File: src/rtl/avst_pkt_sanitizer_pkg.sv
// Shared types and helpers for the Avalon-ST packet sanitizer.
package avst_pkt_sanitizer_pkg;

    typedef enum logic [1:0] {
        IDLE   = 2'd0,
        IN_PKT = 2'd1,
        TERM   = 2'd2,
        DROP   = 2'd3
    } state_t;

    // Symbols per beat for the default 512-bit bus.
    localparam int BEAT_BYTES = 64;

    // Wide enough to hold MAX_PKT_BYTES plus one extra full beat without wrapping.
    function automatic int byte_cnt_width(input int max_pkt_bytes, input int beat_bytes);
        return $clog2(max_pkt_bytes + beat_bytes) + 1;
    endfunction

    // Increment that sticks at the all-ones value of a 'width'-bit counter (width <= 64).
    function automatic logic [63:0] sat_inc(input logic [63:0] value, input int width);
        logic [63:0] max_val;
        max_val = {64{1'b1}} >> (64 - width);
        return (value >= max_val) ? max_val : value + 64'd1;
    endfunction

endpackage

File: src/rtl/avst_sanitizer_sat_cnt.sv
// Saturating event counter with synchronous clear; clear wins over enable.
module avst_sanitizer_sat_cnt
    import avst_pkt_sanitizer_pkg::*;
#(
    parameter int WIDTH = 32
) (
    input  logic             clk,
    input  logic             reset,
    input  logic             clear,
    input  logic             enable,
    output logic [WIDTH-1:0] count
);

    // Count events, holding at all-ones once full.
    always_ff @(posedge clk) begin
        if (reset || clear) begin
            count <= '0;
        end else if (enable) begin
            count <= WIDTH'(sat_inc(64'(count), WIDTH));
        end
    end

endmodule

File: src/rtl/avst_pkt_sanitizer.sv
// Avalon-ST framing sanitizer: drops orphan beats, closes packets that lose
// their EOP with a synthetic error beat, truncates oversize packets.
module avst_pkt_sanitizer
    import avst_pkt_sanitizer_pkg::*;
#(
    parameter int DATA_WIDTH    = 8 * BEAT_BYTES,
    parameter int EMPTY_WIDTH   = 6,
    parameter int MAX_PKT_BYTES = 9600,
    parameter int CNT_WIDTH     = 32
) (
    input  logic                   clk,
    input  logic                   reset,
    output logic                   in_ready,
    input  logic                   in_valid,
    input  logic                   in_startofpacket,
    input  logic                   in_endofpacket,
    input  logic [EMPTY_WIDTH-1:0] in_empty,
    input  logic                   in_error,
    input  logic [DATA_WIDTH-1:0]  in_data,
    input  logic                   out_ready,
    output logic                   out_valid,
    output logic                   out_startofpacket,
    output logic                   out_endofpacket,
    output logic [EMPTY_WIDTH-1:0] out_empty,
    output logic                   out_error,
    output logic [DATA_WIDTH-1:0]  out_data,
    input  logic                   stat_clear,
    output logic [CNT_WIDTH-1:0]   stat_pkt_cnt,
    output logic [CNT_WIDTH-1:0]   stat_err_cnt,
    output logic [CNT_WIDTH-1:0]   stat_drop_cnt
);

    localparam int BYTES_PER_BEAT = DATA_WIDTH / 8;
    localparam int BC_W           = byte_cnt_width(MAX_PKT_BYTES, BYTES_PER_BEAT);

    state_t          state, state_nxt;
    logic [BC_W-1:0] byte_cnt, byte_cnt_nxt, beat_len, byte_sum;
    logic            load_ok, accept, hold_sop;
    logic            fwd, synth, force_err, drop_inc, err_inc, pkt_inc;

    // Output register may take a new beat when empty or being drained.
    assign load_ok  = !out_valid || out_ready;
    // A SOP arriving mid-packet (or while dropping) is held off until the FSM is back in IDLE.
    assign hold_sop = in_valid && in_startofpacket && (state == IN_PKT || state == DROP);
    assign in_ready = !reset && (state != TERM) && !hold_sop && load_ok;
    assign accept   = in_valid && in_ready;

    assign beat_len = in_endofpacket ? BC_W'(BYTES_PER_BEAT) - BC_W'(in_empty)
                                     : BC_W'(BYTES_PER_BEAT);
    assign byte_sum = byte_cnt + beat_len;
    assign pkt_inc  = out_valid && out_ready && out_endofpacket;

    // Framing state and running packet length.
    always_ff @(posedge clk) begin
        if (reset) begin
            state    <= IDLE;
            byte_cnt <= '0;
        end else begin
            state    <= state_nxt;
            byte_cnt <= byte_cnt_nxt;
        end
    end

    // Next-state decode plus forward/synthesise/count strobes.
    always_comb begin
        state_nxt    = state;
        byte_cnt_nxt = byte_cnt;
        fwd          = 1'b0;
        synth        = 1'b0;
        force_err    = 1'b0;
        drop_inc     = 1'b0;
        err_inc      = 1'b0;
        case (state)
            IDLE: begin
                if (accept) begin
                    if (in_startofpacket) begin
                        fwd = 1'b1;
                        if (!in_endofpacket) begin
                            state_nxt    = IN_PKT;
                            byte_cnt_nxt = BC_W'(BYTES_PER_BEAT);
                        end
                    end else begin
                        drop_inc = 1'b1;
                    end
                end
            end
            IN_PKT: begin
                if (in_valid && in_startofpacket) begin
                    state_nxt = TERM;
                end else if (accept) begin
                    fwd          = 1'b1;
                    byte_cnt_nxt = byte_sum;
                    if (byte_sum > BC_W'(MAX_PKT_BYTES)) begin
                        force_err = 1'b1;
                        err_inc   = 1'b1;
                        state_nxt = in_endofpacket ? IDLE : DROP;
                    end else if (in_endofpacket) begin
                        state_nxt = IDLE;
                    end
                end
            end
            TERM: begin
                if (load_ok) begin
                    synth     = 1'b1;
                    err_inc   = 1'b1;
                    state_nxt = IDLE;
                end
            end
            DROP: begin
                if (in_valid && in_startofpacket) begin
                    state_nxt = IDLE;
                end else if (accept) begin
                    drop_inc = 1'b1;
                    if (in_endofpacket) begin
                        state_nxt = IDLE;
                    end
                end
            end
            default: state_nxt = IDLE;
        endcase
    end

    // Single output register stage; payload frozen while stalled.
    always_ff @(posedge clk) begin
        if (reset) begin
            out_valid         <= 1'b0;
            out_startofpacket <= 1'b0;
            out_endofpacket   <= 1'b0;
            out_error         <= 1'b0;
            out_empty         <= '0;
            out_data          <= '0;
        end else if (load_ok) begin
            out_valid <= fwd || synth;
            if (synth) begin
                out_startofpacket <= 1'b0;
                out_endofpacket   <= 1'b1;
                out_error         <= 1'b1;
                out_empty         <= '1;
                out_data          <= '0;
            end else if (fwd) begin
                out_startofpacket <= in_startofpacket;
                out_endofpacket   <= in_endofpacket || force_err;
                out_error         <= in_error || force_err;
                out_empty         <= in_empty;
                out_data          <= in_data;
            end
        end
    end

    avst_sanitizer_sat_cnt #(.WIDTH(CNT_WIDTH)) u_pkt_cnt (
        .clk    (clk),
        .reset  (reset),
        .clear  (stat_clear),
        .enable (pkt_inc),
        .count  (stat_pkt_cnt)
    );

    avst_sanitizer_sat_cnt #(.WIDTH(CNT_WIDTH)) u_err_cnt (
        .clk    (clk),
        .reset  (reset),
        .clear  (stat_clear),
        .enable (err_inc),
        .count  (stat_err_cnt)
    );

    avst_sanitizer_sat_cnt #(.WIDTH(CNT_WIDTH)) u_drop_cnt (
        .clk    (clk),
        .reset  (reset),
        .clear  (stat_clear),
        .enable (drop_inc),
        .count  (stat_drop_cnt)
    );

endmodule

File: config.mk
export PLATFORM = sky130hd
export DESIGN_NAME = avst_pkt_sanitizer
export DESIGN_NICKNAME = d
export VERILOG_FILES = /design/src/rtl/avst_pkt_sanitizer_pkg.sv /design/src/rtl/avst_sanitizer_sat_cnt.sv /design/src/rtl/avst_pkt_sanitizer.sv
export SDC_FILE = /design/constraint.sdc
export NUM_CORES = 1
export LEC_CHECK = 0
export ABC_AREA = 1
export CAP_MARGIN = 15
export CORE_AREA = 4 4 439 441
export CTS_CLUSTER_SIZE = 25
export DETAILED_ROUTE_END_ITERATION = 10
export DIE_AREA = 0 0 443 445
export REMOVE_ABC_BUFFERS = 1
export SLEW_MARGIN = 20
export SYNTH_ARGS = -nofsm -noshare
export SYNTH_HDL_FRONTEND = slang
export SYNTH_SLANG_ARGS = --single-unit
File: constraint.sdc
create_clock -name clk -period 4 [get_ports clk]
set_clock_uncertainty 0.1 [all_clocks]
set_input_delay 0.6 -clock clk [delete_from_list [all_inputs] [get_ports clk]]
set_output_delay 0.6 -clock clk [all_outputs]
set_load 0.02 [all_outputs]
Word level (Yosys, flattened, before mapping)

Index checks and enable logic that the tools add are counted.

Register bits: 635
Bits of input ports: 526
Output and inout port bits: 619
Logic and storage cells: 102

Add/sub/neg operators: 5
Order comparisons: 4
Equal/unequal tests: 12
Multiplexer cells: 47
Reductions and logical operators: 23

Operators with widths:

| kind                                                             | count |
|---|---|
| 2-to-1 mux 512 bit                                               | 2 |
| adder 32 x 1 -> 32 bit (second input constant)                   | 3 |
| greater-or-equal comparator 32 bit (second input constant)       | 3 |
| 2-to-1 mux 32 bit                                                | 3 |
| 2-to-1 mux 15 bit                                                | 6 |
| one-hot mux 15 bit (2 select lines)                              | 1 |
| 2-to-1 mux 2 bit                                                 | 11 |
| 2-to-1 mux 1 bit                                                 | 18 |
| adder 15 bit                                                     | 1 |
| greater-than comparator 15 x 14 -> 1 bit (second input constant) | 1 |
| != test 2 bit (second input constant)                            | 7 |
| 2-to-1 mux 6 bit                                                 | 2 |
| AND reduction 6 bit                                              | 2 |
| logical AND 1 bit                                                | 8 |
| one-hot mux 2 bit (4 select lines)                               | 1 |
| subtractor 7 x 6 -> 8 bit (first input constant)                 | 1 |
| logical OR 1 bit                                                 | 6 |
| != test 3 bit (second input constant)                            | 2 |
| one-hot mux 1 bit (2 select lines)                               | 3 |
| == test 2 bit (second input constant)                            | 2 |
| nonzero test 2 bit                                               | 2 |
| zero test 1 bit                                                  | 3 |
| == test 2 x 1 -> 1 bit (second input constant)                   | 1 |
| zero test 2 bit                                                  | 1 |
| AND reduction 2 bit                                              | 1 |

Depth between registers and ports, before layout

Gate-level depths: netlist of the first run.

Word-level depth: 13
Depth in mapped cells: 27
Gate-level depth less buffers: 27

Hierarchy

From an unflattened synthesis of the first run, not the netlist that was laid out.

Cell total of the unflattened synthesis: 3,532
Area, all modules: 26,456.6 um^2

Modules (own cells, without submodules):

| module                 | instances | cells each | area an instance (um^2) | sequential area each (um^2) |
|---|---|---|---|---|
| avst_pkt_sanitizer     | 1         | 2,629      | 20,638.5                | 10,790.3 |
| avst_sanitizer_sat_cnt | 3         | 301        | 1,939.4                 | 640.6 |

Least setup slack after synthesis of the first run

No wires, ideal clock.

Path kind: input to register
From: input port in_empty[2]
To: register u_err_cnt.count[0]
Setup time: 0.117 ns
Data arrival time: 3.108 ns
Required time: 3.783 ns
Path slack: 0.675 ns
Stages on the path: 22
Path buffers: 1
Cells stage by stage: nor4_1 > nand2_1 > a21oi_1 > o21a_1 > ha_1 > nand2_1 > inv_1 > a21oi_1 > nand2_1 > nand3_1 > nand2_1 > inv_1 > nand2_1 > nor2_1 > nand2_1 > nand2_1 > nand3_1 > nand2_1 > nand2_1 > buf_2 > nor3_1 > nor2_1

Word-level cells in the longest chain between the ends: 8

Ends and longest elaborated chain:

| item                                     | line                         | source |
|---|---|---|
| start: declaration                       | avst_pkt_sanitizer.sv:17     | `input logic [EMPTY_WIDTH-1:0] in_empty,` |
| subtractor 7 x 6 -> 8 bit                | avst_pkt_sanitizer.sv:48     | `assign beat_len = in_endofpacket ? BC_W'(BYTES_PER_BEAT) - BC_W'(in_empty)` |
| 2-to-1 mux 15 bit                        | avst_pkt_sanitizer.sv:48     |  |
| adder 15 bit                             | avst_pkt_sanitizer.sv:50     | `assign byte_sum = byte_cnt + beat_len;` |
| greater-than comparator 15 x 14 -> 1 bit | avst_pkt_sanitizer.sv:93     | `if (byte_sum > BC_W'(MAX_PKT_BYTES)) begin` |
| 2-to-1 mux 1 bit                         | avst_pkt_sanitizer.sv:93     |  |
| 2-to-1 mux 1 bit                         | avst_pkt_sanitizer.sv:90     | `end else if (accept) begin` |
| 2-to-1 mux 1 bit                         | avst_pkt_sanitizer.sv:88     | `if (in_valid && in_startofpacket) begin` |
| one-hot mux 1 bit (2 select lines)       | avst_pkt_sanitizer.sv:73     | `case (state)` |
| end signal: assignment                   | avst_sanitizer_sat_cnt.sv:19 | `count <= WIDTH'(sat_inc(64'(count), WIDTH));` |
| end: declaration                         | avst_sanitizer_sat_cnt.sv:11 | `output logic [WIDTH-1:0] count` |

No other way between the ends.
A chain may end at the register's enable or synchronous reset.

Worst setup path after layout of the first run

From: input port in_empty[0]
To: register u_err_cnt.count[28]

Same word-level chain as after synthesis.

==> metrics.md, run 1 <==
| Metric | Value |
|---|---|
| R2r startpoint | state[0] |
| Via count | 27670 |
| CTS H-tree depth | 3 |
| Crit path kind | in2reg |
| RR Endpoint | out_data[120] |
| DIE WIDTH | 443 um |
| Post-route ant nets | 0 |
| EDFF count, synth | 0 |
| Placed cell area | about 40000 um^2 |
| Unrepaired setup endpoints after global routing | false |
| DIE AREA | 197100 um^2 |
| I/O pins | around 1100 |
| Tot Pwr | 17.65 mW |
| Worst Path Max Fanout | 16 |
| Fraction of registers with async set/reset | 0% |
| Core area | roughly 190000 um^2 |
| Max-slew violations | 0 |
| Leakage | 16.55 nW |
| Simple-gate area share of the yosys netlist | around a third |
| Die height | 445 um |
| Xor and xnor area share after synthesis | 2.529% |
| CTS Buf Count | 80 |
| Combinational family with the most area after synthesis | simple AND/OR/NAND/NOR gates |
| WHS | 334.9 ps |
| CP Capture Type | register |
| Reg2Reg Setup Slack | 770 ps |
| Compound-Gate Fraction of Synth Area | 9.279% |
| Synthesized instance count | about 3400 |
| Syn. warnings | 0 |
| Slowest cell on the critical path | clkdlybuf4s50_1 |
| First-pass GRT wire length | 187.2 mm |
| WL final | 130.8 mm |
| Worst min-delay path category | in2reg |
| Post-synthesis adder-cell area fraction | 0.8215% |
| Worst path max stage delay | 480 ps |
| Status | completed |
| Dominant cell type by area after synthesis | dfxtp_1 |
| Worst-path clk slew | approximately 60 ps |
| Initial Util | 13.36% |
| Clock Path Buffers | 3 |
| Synth top cells by count | nand2_1 (805), dfxtp_1 (635), nand3_1 (589) |
| Number of global-route vias before repair | 27550 |
| Row cnt | between 150 and 200 |
| Most common cell in the synthesized netlist | nand2_1 |
| Fillers | 20770 |
| Gr ovfl total | 0 |
| Hold Violations, Final | 0 |
| Post-synthesis cell area | 25280 um^2 |
| Mux cell area share after synthesis | 0% |
| Setup crit start kind | input pin |
| Post-layout util | 22.65% |
| Final min period | 3618 ps |
| Initial antenna violation count | 12 |
| Residual DRC | 0 |
| Pin count of the biggest net entering global routing | 150 |
| Syn_area_per_cell | 7.458 um^2 |
| Synth unique cells | between 40 and 50 |
| IO Port Bufs | 1144 |
| Hpwl dp | 101.1 mm |
| Hold path startpoint | in_empty[1] |
| Dominant cells by area after synthesis | dfxtp_1 (50%), nand2_1 (12%), nand3_1 (12%) |
| CTS Hold Bufs | 0 |
| Layout net count | 5031 |
| Number of DRC markers in iteration 0 | 1634 |
| P per Cell Area | 411.8 nW/um^2 |
| Clock sink total | 635 |
| # Post-CTS Setup Buffers | 0 |
| Synth Register Bits | 635 |
| Hold Path End | out_empty[1] |
| Clk Latency, worst-skew pair | 690 ps |
| Worst EP required | 4500 ps |
| Most used cell, CP | nand2_1 |
| VDD IR-drop max | 0.0003793 V |
| Yosys top cell area share | 50.28% |
| Max Freq | 0.2764 GHz |
| Setup_tns | 0 ps |
| Top FF cell, synth | dfxtp_1 |
| Pre-antenna DRT Iters | 7 |
| CTS tree | yes |
| Final instance area | 42850 um^2 |
| Share of layout cells above drive strength 1 | 5.911% |
| Syn-to-layout area delta | 69.47% |
| Reg2Reg Depth | 15 |
| Sequential share of the synthesized area | 50.28% |
| Total GRT Usage | between 10% and 20% |
| Clock root cell | clkbuf_16 |
| Vias/cell | 3.912 |
| Critical path arrival | between 4000 and 5000 ps |
| Setup violators final | 0 |
| Max cap viols | 0 |
| Max transition margin | 36.23% |
| Slew @ Worst Pin | 953.9 ps |
| Global placer's final weighted congestion | 0.8918 |
| Hold path depth | 4 |
| Period utilisation layout | between 90% and 100% |
| Avg WL per Cell | 18.50 um |
==> cell type report <==
cell class | count | area, um^2 | area share (%)
Timing Repair Buffer | 1252 | 12600 | 29.41
Antenna cell | 10 | 25.02 | 0.05840
Sequential cell | 635 | 12710 | 29.67
Multi-Input combinational cell | 2381 | 11190 | 26.11
Inverter | 139 | 536.8 | 1.253
Clock buffer | 117 | 2341 | 5.464
Clock inverter | 27 | 302.8 | 0.7067
Tap cell | 2511 | 3142 | 7.333
==> logic make-up (layout without fill, tap and decap cells) <==
group	after synthesis	in the layout
DFF	635	635
and+or+nand+nor	1847	1847
adders and majority gates	16	16
buffers and inverters	374	1535
xor gates and xnor gates	73	73
other	0	10
AOI/OAI and AO/OA	445	445
==> worst max-delay path by stage <==
stage,startpoint,end,slack [ps]
global route,in_empty[0],u_err_cnt.count[0],50
CTS,in_empty[1],out_error,130
finish,in_empty[0],u_err_cnt.count[28],380
global placement,in_empty[1],out_error,-580
floorplan,state[0],out_data[0],-23020
detailed placement,in_empty[1],out_error,-630
==> state kept, by name (all words and copies together), names as in the netlist <==
register	flops
out_data	512
u_drop_cnt.count	32
u_err_cnt.count	32
u_pkt_cnt.count	32
byte_cnt	15
out_empty	6
state	2
out_endofpacket	1
out_error	1
out_startofpacket	1
out_valid	1
==> critical path, delay by kind of cell <==
family | cells | cell delay (ps)
adder cells (fa/ha/maj) | 2 | 530
AO/OA/AOI/OAI | 4 | 600
AND/OR/NAND/NOR | 13 | 1080
buffers and inverters | 8 | 1290
==> report_power, final <==
part           switching [mW]  internal (mW)
Combinational            1.72           1.52
Sequential              0.254           6.77
Clock                    3.09           4.28
Total                    5.06           12.6
==> cells in the final DEF, fill, tap and decap left out, types with 17 or more instances in the layout <==
cell and count:
clkbuf_8 20, nand2_1 801, a21oi_1 352, inv_1 129, clkbuf_1 17, o21ai_0 36, clkbuf_16 81, dfxtp_1 635
nand4_1 24, a31oi_1 17, nor2_1 344, o211ai_1 31, clkdlybuf4s50_1 1142, buf_4 82, xor2_1 59, nand3_1 588
nor3_1 41, buf_12 25
==> metrics by stage <==
step	std cells	setup slack (ps)
finish	7072	381.8
global route	7065	49.18
CTS	7061	131.2
detailed placement	6917	-626.9
global placement	6917	-577.6
floorplan	3155	-23020
==> timing repair <==
| action | 4_1_cts | 5_1_grt |
|---|---|---|
| hold endpoints to repair | 0 | 0 |
| resized for setup | 0 | 10 |
| setup endpoints to repair | 0 | 33 |
==> metal layers <==
layer  part of all wire (%)  GRT usage, %  vias up
met5                  0.062             0        -
met4                    4.6         5.712       10
met3                    5.7         3.206      175
met2                     53         23.60      878
met1                     37         13.15    13200
li1                       -             -    13410
(Power assumes the default switching activity.)
==> run 2: changes to the inputs <==
Settings changed: MAX_ROUTING_LAYER from default to met4.
==> metrics.md, run 2 (same netlist as run 1, synthesis figures left out) <==
| Metric | Value |
|---|---|
| Status | completed |
| IO Port Bufs | 1144 (unchanged) |
| DIE WIDTH | 443 um (unchanged) |
| CTS Buf Count | 82 (+2.5%) |
| Unrepaired setup endpoints after global routing | false |
| Share of layout cells above drive strength 1 | 6.179% (+0.27 points) |
| Slowest cell on the critical path | clkdlybuf4s50_1 |
| Tot Pwr | 18.45 mW (+4.5%) |
| Pre-antenna DRT Iters | 5 (-2) |
| Total GRT Usage | 12.99% (+0.39 points) |
| Slew @ Worst Pin | 1000 ps (+46.27 ps) |
| Crit path kind | in2reg |
| Setup Slack @ Placement | -505.4 ps (+121.6 ps) |
| Number of global-route vias before repair | 27510 (-0.12%) |
| Clk Latency, worst-skew pair | 700 ps (about the same) |
| Biggest register | out_data |
| Hpwl dp | 101.8 mm (+0.67%) |
| CP Capture Type | register |
| I/O pins | 1145 (unchanged) |
| Vias/cell | 3.925 (+0.34%) |
| P per Cell Area | 426.9 nW/um^2 (+3.7%) |
| VDD IR-drop max | 0.0003508 V (-7.5%) |
| Final instance area | 43210 um^2 (+0.84%) |
| Max transition margin | 33.14% (-3.1 points) |
| Pin count of the biggest net entering global routing | 148 (-1.3%) |
| R2r startpoint | byte_cnt[0] |
| Worst Path Max Fanout | 33 (+17) |
| Hold Violations, Final | 0 (unchanged) |
| Most common cell after layout, fill and taps aside | clkdlybuf4s50_1 |
| Syn-to-layout area delta | 70.90% |
| Core area | 189200 um^2 (unchanged) |
| Avg WL per Cell | 18.55 um (+0.30%) |
| Initial antenna violation count | 20 (+8) |
| Initial Util | 13.36% (unchanged) |
| Gr ovfl total | 0 (unchanged) |
| Number of DRC markers in iteration 0 | 1715 (+5.0%) |
| Final setup margin | 274.7 ps (-107.0 ps) |
| Global placer's final weighted congestion | 0.9078 (+1.8%) |
| Most frequent cells in the layout | clkdlybuf4s50_1 (1143), nand2_1 (804), dfxtp_1 (635), nand3_1 (588), a21oi_1 (351) |
| WL final | 131.6 mm (+0.60%) |
| Hold path startpoint | in_data[412] |
| Setup violators final | 0 (unchanged) |
| Setup_tns | 0 ps (unchanged) |
| First-pass GRT wire length | 186.7 mm (-0.25%) |
| CTS tree | yes |
| Clock root cell | clkbuf_16 |
| Worst EP required | 4530 ps (+30 ps) |
| Max reg flops | 512 (unchanged) |
| Leakage | 16.70 nW (+0.92%) |
| Most used cell, CP | nand2_1 |
| Period utilisation layout | 93.13% (+2.7 points) |
| Layout net count | 5039 (+0.16%) |
| Max cap viols | 0 (unchanged) |
| Worst min-delay path category | in2reg |
| CTS Hold Bufs | 0 (unchanged) |
| Max Freq | 0.2684 GHz (-2.9%) |
| Worst-path clk slew | 70 ps (about the same) |
| Row cnt | 160 (unchanged) |
| Via count | 27840 (+0.64%) |
| Worst setup path startpoint | in_empty[1] |
| CTS H-tree depth | 3 (unchanged) |
| Die height | 445 um (unchanged) |
| Post-route ant nets | 0 (unchanged) |
| Clock Path Buffers | 3 (unchanged) |
| DIE AREA | 197100 um^2 (unchanged) |
| Placed cell area | 40150 um^2 (about the same) |
| Critical path arrival | 4250 ps (+130 ps) |
| Final min period | 3725 ps (+107.0 ps) |
| Clock sink total | 635 (unchanged) |
| Post-layout util | 22.84% (+0.19 points) |
| Worst path max stage delay | 540 ps (+60 ps) |
| Setup crit start kind | input pin |
| Residual DRC | 0 (unchanged) |
| Max-slew violations | 0 (unchanged) |
[run 2: cell count changes in the layout (fill, tap and decap cells not counted), sizes merged]
cell	delta
bufinv	+10
diode	+8
buf	+7
clkbuf	-7
clkinv	+3
clkdlybuf4s50	+1
dlymetal6s2s	-1
[run 2: final cells by class]
| type | instances | area [um^2] |
|---|---|---|
| Clock inverter | 40 | 688.2 |
| Timing Repair Buffer | 1258 | 12600 |
| Tap cell | 2511 | 3142 |
| Fill cell | 20700 | 146000 |
| Multi-Input combinational cell | 2381 | 11180 |
| Clock buffer | 111 | 2301 |
| Antenna cell | 18 | 45.04 |
| Inverter | 139 | 536.8 |
| Sequential cell | 635 | 12710 |
[run 2: stage by stage]
step | hold WS, ps | std cells
floorplan | 343.6 | 3155
global placement | 352.5 | 6924
detailed placement | 356.7 | 6924
CTS | 241.2 | 7075
global route | 277.9 | 7091
finish | 349.9 | 7093
[run 2: worst paths after layout]
kind                                           end  slack [ps]  depth (start not counted)
worst max-delay path            u_err_cnt.count[8]         270                         27
worst min-delay path                 out_data[412]         350                          3
worst max register to register  u_err_cnt.count[8]         770                         21
worst min register to register       out_data[243]         360                          2
[run 2: per-layer routing]
layer	part of all wire (%)	up-vias	track usage [%]
met5	0	-	-
met4	4.9	0	5.876
met3	6.2	198	3.199
met2	53	1015	23.49
met1	36	13180	13.25
li1	-	13450	-
[run 2: critical path, delay by kind of cell]
family / cells / cell delay [ps]
AND/OR/NAND/NOR: 16 / 1570
AO/OA/AOI/OAI: 2 / 270
buffers and inverters: 7 / 1250
adder cells (fa/ha/maj): 2 / 540
[run 2: report_power, final]
group | total [mW] | internal, mW | switching, mW
sequential | 7.03 | 6.77 | 0.258
clock | 8.17 | 4.95 | 3.22
combinational | 3.25 | 1.53 | 1.72
[run 2: timing repair]
item	4_1_cts	5_1_grt
hold endpoints to repair	0	0
resized for setup	0	7
setup buffers	0	0
setup endpoints to repair	0	32
==> run 3: changes to the inputs <==
Settings changed: CORE_AREA 4 4 439 441 to 4 4 449 451, CTS_CLUSTER_DIAMETER from default to 120, DIE_AREA 0 0 443 445 to 0 0 453 455.
==> metrics.md, run 3 (same netlist as run 1, synthesis figures left out) <==
| Metric | Value |
|---|---|
| Die height | 455 um (+2.2%) |
| Status | completed |
| Fin cells | 7129 (+0.51%) |
| Layout net count | 4981 (-1.2%) |
| Pin count of the biggest net entering global routing | 192 (+30%) |
| Number of DRC markers in iteration 0 | 1763 (+2.8%) |
| Clock root cell | clkbuf_16 |
| Gr ovfl total | 0 (unchanged) |
| P per Cell Area | 358.1 nW/um^2 (-16%) |
| CTS Hold Bufs | 0 (unchanged) |
| Syn-to-layout area delta | 64.93% |
| Internal | 10.32 mW (-22%) |
| Vias/cell | 3.847 (-2.0%) |
| Crit path max-delay family | buffers and inverters |
| Most used cell, CP | nand2_1 |
| Worst min-delay path category | reg2reg |
| DIE WIDTH | 453 um (+2.3%) |
| Biggest register | out_data |
| Unrepaired setup endpoints after global routing | false |
| CTS H-tree depth | 2 (-1) |
| Share of layout cells above drive strength 1 | 4.397% (-1.8 points) |
| Net Sw Frac | 30.91% (+2.7 points) |
| Hold path startpoint | out_data[110] |
| Seq pwr share | 47.0% (+8.9 points) |
| Max-slew violations | 0 (unchanged) |
| Total GRT Usage | 12.53% (-0.46 points) |
| WL final | 133.7 mm (+1.6%) |
| Worst EP required | 4420 ps (-110 ps) |
| Reg2Reg Setup Slack | 760 ps (about the same) |
| Worst-path clk slew | 90 ps (+20 ps) |
| Clock power frac | 31.2% (-13 points) |
| Row cnt | 163 (+1.9%) |
| Tot Pwr | 14.93 mW (-19%) |
| Worst path bufs/invs | 8 (+1) |
| CTS Buf Count | 38 (-54%) |
| Leakage | 15.83 nW (-5.2%) |
| Placed cell count | 7037 (+1.6%) |
| Via count | 27430 (-1.5%) |
| RR Endpoint | u_pkt_cnt.count[31] |
| Sw power | 4.616 mW (-11%) |
| I/O pins | 1145 (unchanged) |
| Hold path depth | 2 (-1) |
| Max transition margin | 23.83% (-9.3 points) |
| VDD IR-drop max | 0.0002675 V (-24%) |
| Initial Util | 12.82% (-0.54 points) |
| Core area | 197200 um^2 (+4.2%) |
| DIE AREA | 206100 um^2 (+4.6%) |
| Post-route ant nets | 0 (unchanged) |
| CTS tree | yes |
| Clk Latency, worst-skew pair | 650 ps (-50 ps) |
| CP Capture Type | register |
| Max Freq | 0.2675 GHz (-0.36%) |
| Clock Path Buffers | 3 (unchanged) |
| Comb power frac | 21.8% (+4.2 points) |
| Max cap viols | 0 (unchanged) |
| IO Port Bufs | 1144 (unchanged) |
| Setup crit start kind | input pin |
| Reg2Reg Depth | 11 (-48%) |
| Final min period | 3739 ps (+13.32 ps) |
| Worst path max stage delay | 530 ps (about the same) |
| Avg WL per Cell | 18.75 um (+1.1%) |
| Slowest cell on the critical path | clkdlybuf4s50_1 |
| Initial antenna violation count | 34 (+70%) |
| Most common cell after layout, fill and taps aside | clkdlybuf4s50_1 |
| Hpwl dp | 104.5 mm (+2.7%) |
| Max reg flops | 512 (unchanged) |
| Hold Violations, Final | 0 (unchanged) |
| R2r startpoint | out_endofpacket |
| Most frequent cells in the layout | clkdlybuf4s50_1 (1143), nand2_1 (803), dfxtp_1 (635), nand3_1 (586), a21oi_1 (350) |
| Residual DRC | 0 (unchanged) |
| Global placer's final weighted congestion | 0.9119 (+0.45%) |
| First-pass GRT wire length | 187.5 mm (+0.41%) |
| Hold Path End | out_data[110] |
| Setup violators final | 0 (unchanged) |
| Worst Path Max Fanout | 15 (-55%) |
| Crit path kind | in2reg |
| Number of global-route vias before repair | 27230 (-1.0%) |
| Pre-antenna DRT Iters | 7 (+2) |
| Clock sink total | 635 (unchanged) |
| Critical path arrival | 4160 ps (-90 ps) |
| Slew @ Worst Pin | 1143 ps (+142.4 ps) |
| Period utilisation layout | 93.47% (+0.33 points) |
-- run 3: routing by layer --
| metal | global-route usage, % | wire [um] |
|---|---|---|
| met3 | 2.839 | 7845 |
| met2 | 23.89 | 72950 |
| met1 | 11.97 | 46530 |
| met5 | - | 0 |
| met4 | 5.543 | 6343 |
-- run 3: cell type report --
type	count	area, um^2
diodes	31	77.57
repair buffers	1244	12560
fillers	21860	155500
clock inverters	18	317.8
clock buffers	41	983.4
inverters	139	536.8
flip-flops and latches	635	12710
well taps	2640	3303
multi-input cells	2381	11210
-- run 3: power by group through the flow --
stage               registers, mW  clock network, mW  logic [mW]
floorplan                    7.66                  0       0.996
global placement             7.15                  0        3.29
detailed placement           7.17                  0        3.30
CTS                          7.03               4.95        3.31
global route                 7.08               5.13        3.48
finish                       7.02               4.65        3.26
-- run 3: worst reg2reg max path: cells and delay by family, from the launching register on --
family	cells	cell delay (ps)
AOI/OAI and AO/OA	1	130
buffers and inverters	1	60
and+or+nand+nor	9	2310
DFF	1	580
-- run 3: what timing repair did --
item                       4_1_cts  5_1_grt
setup buffers                    0        1
gates resized for setup          0       14
setup endpoints to repair        0       33
-- run 3: worst max-delay path by stage --
stage,startpoint,endpoint,slack [ps],cells past startpoint
after CTS,in_empty[0],u_err_cnt.count[5],220,24
after global placement,in_empty[1],u_err_cnt.count[5],-510,25
after global routing,in_empty[1],u_err_cnt.count[2],5,28
final,in_empty[1],u_err_cnt.count[9],260,28
after floorplan,state[0],out_data[0],-23020,10
after detailed placement,in_empty[0],u_err_cnt.count[5],-520,24
-- run 3: stage by stage --
stage                     instance area (um^2)  TNS [ps]  setup slack, ps  util [%]  hold WS (ps)
after floorplan                          24370         -           -23020         -         343.6
after global placement                   40250    -16390           -508.6     20.41         351.7
after detailed placement                 40250    -16070           -518.4     20.41         356.7
after CTS                                41550         0            215.7     21.07         283.2
after global routing                     41690         0            4.676     21.14         319.9
final                                    41700         0            261.4     21.14         366.5
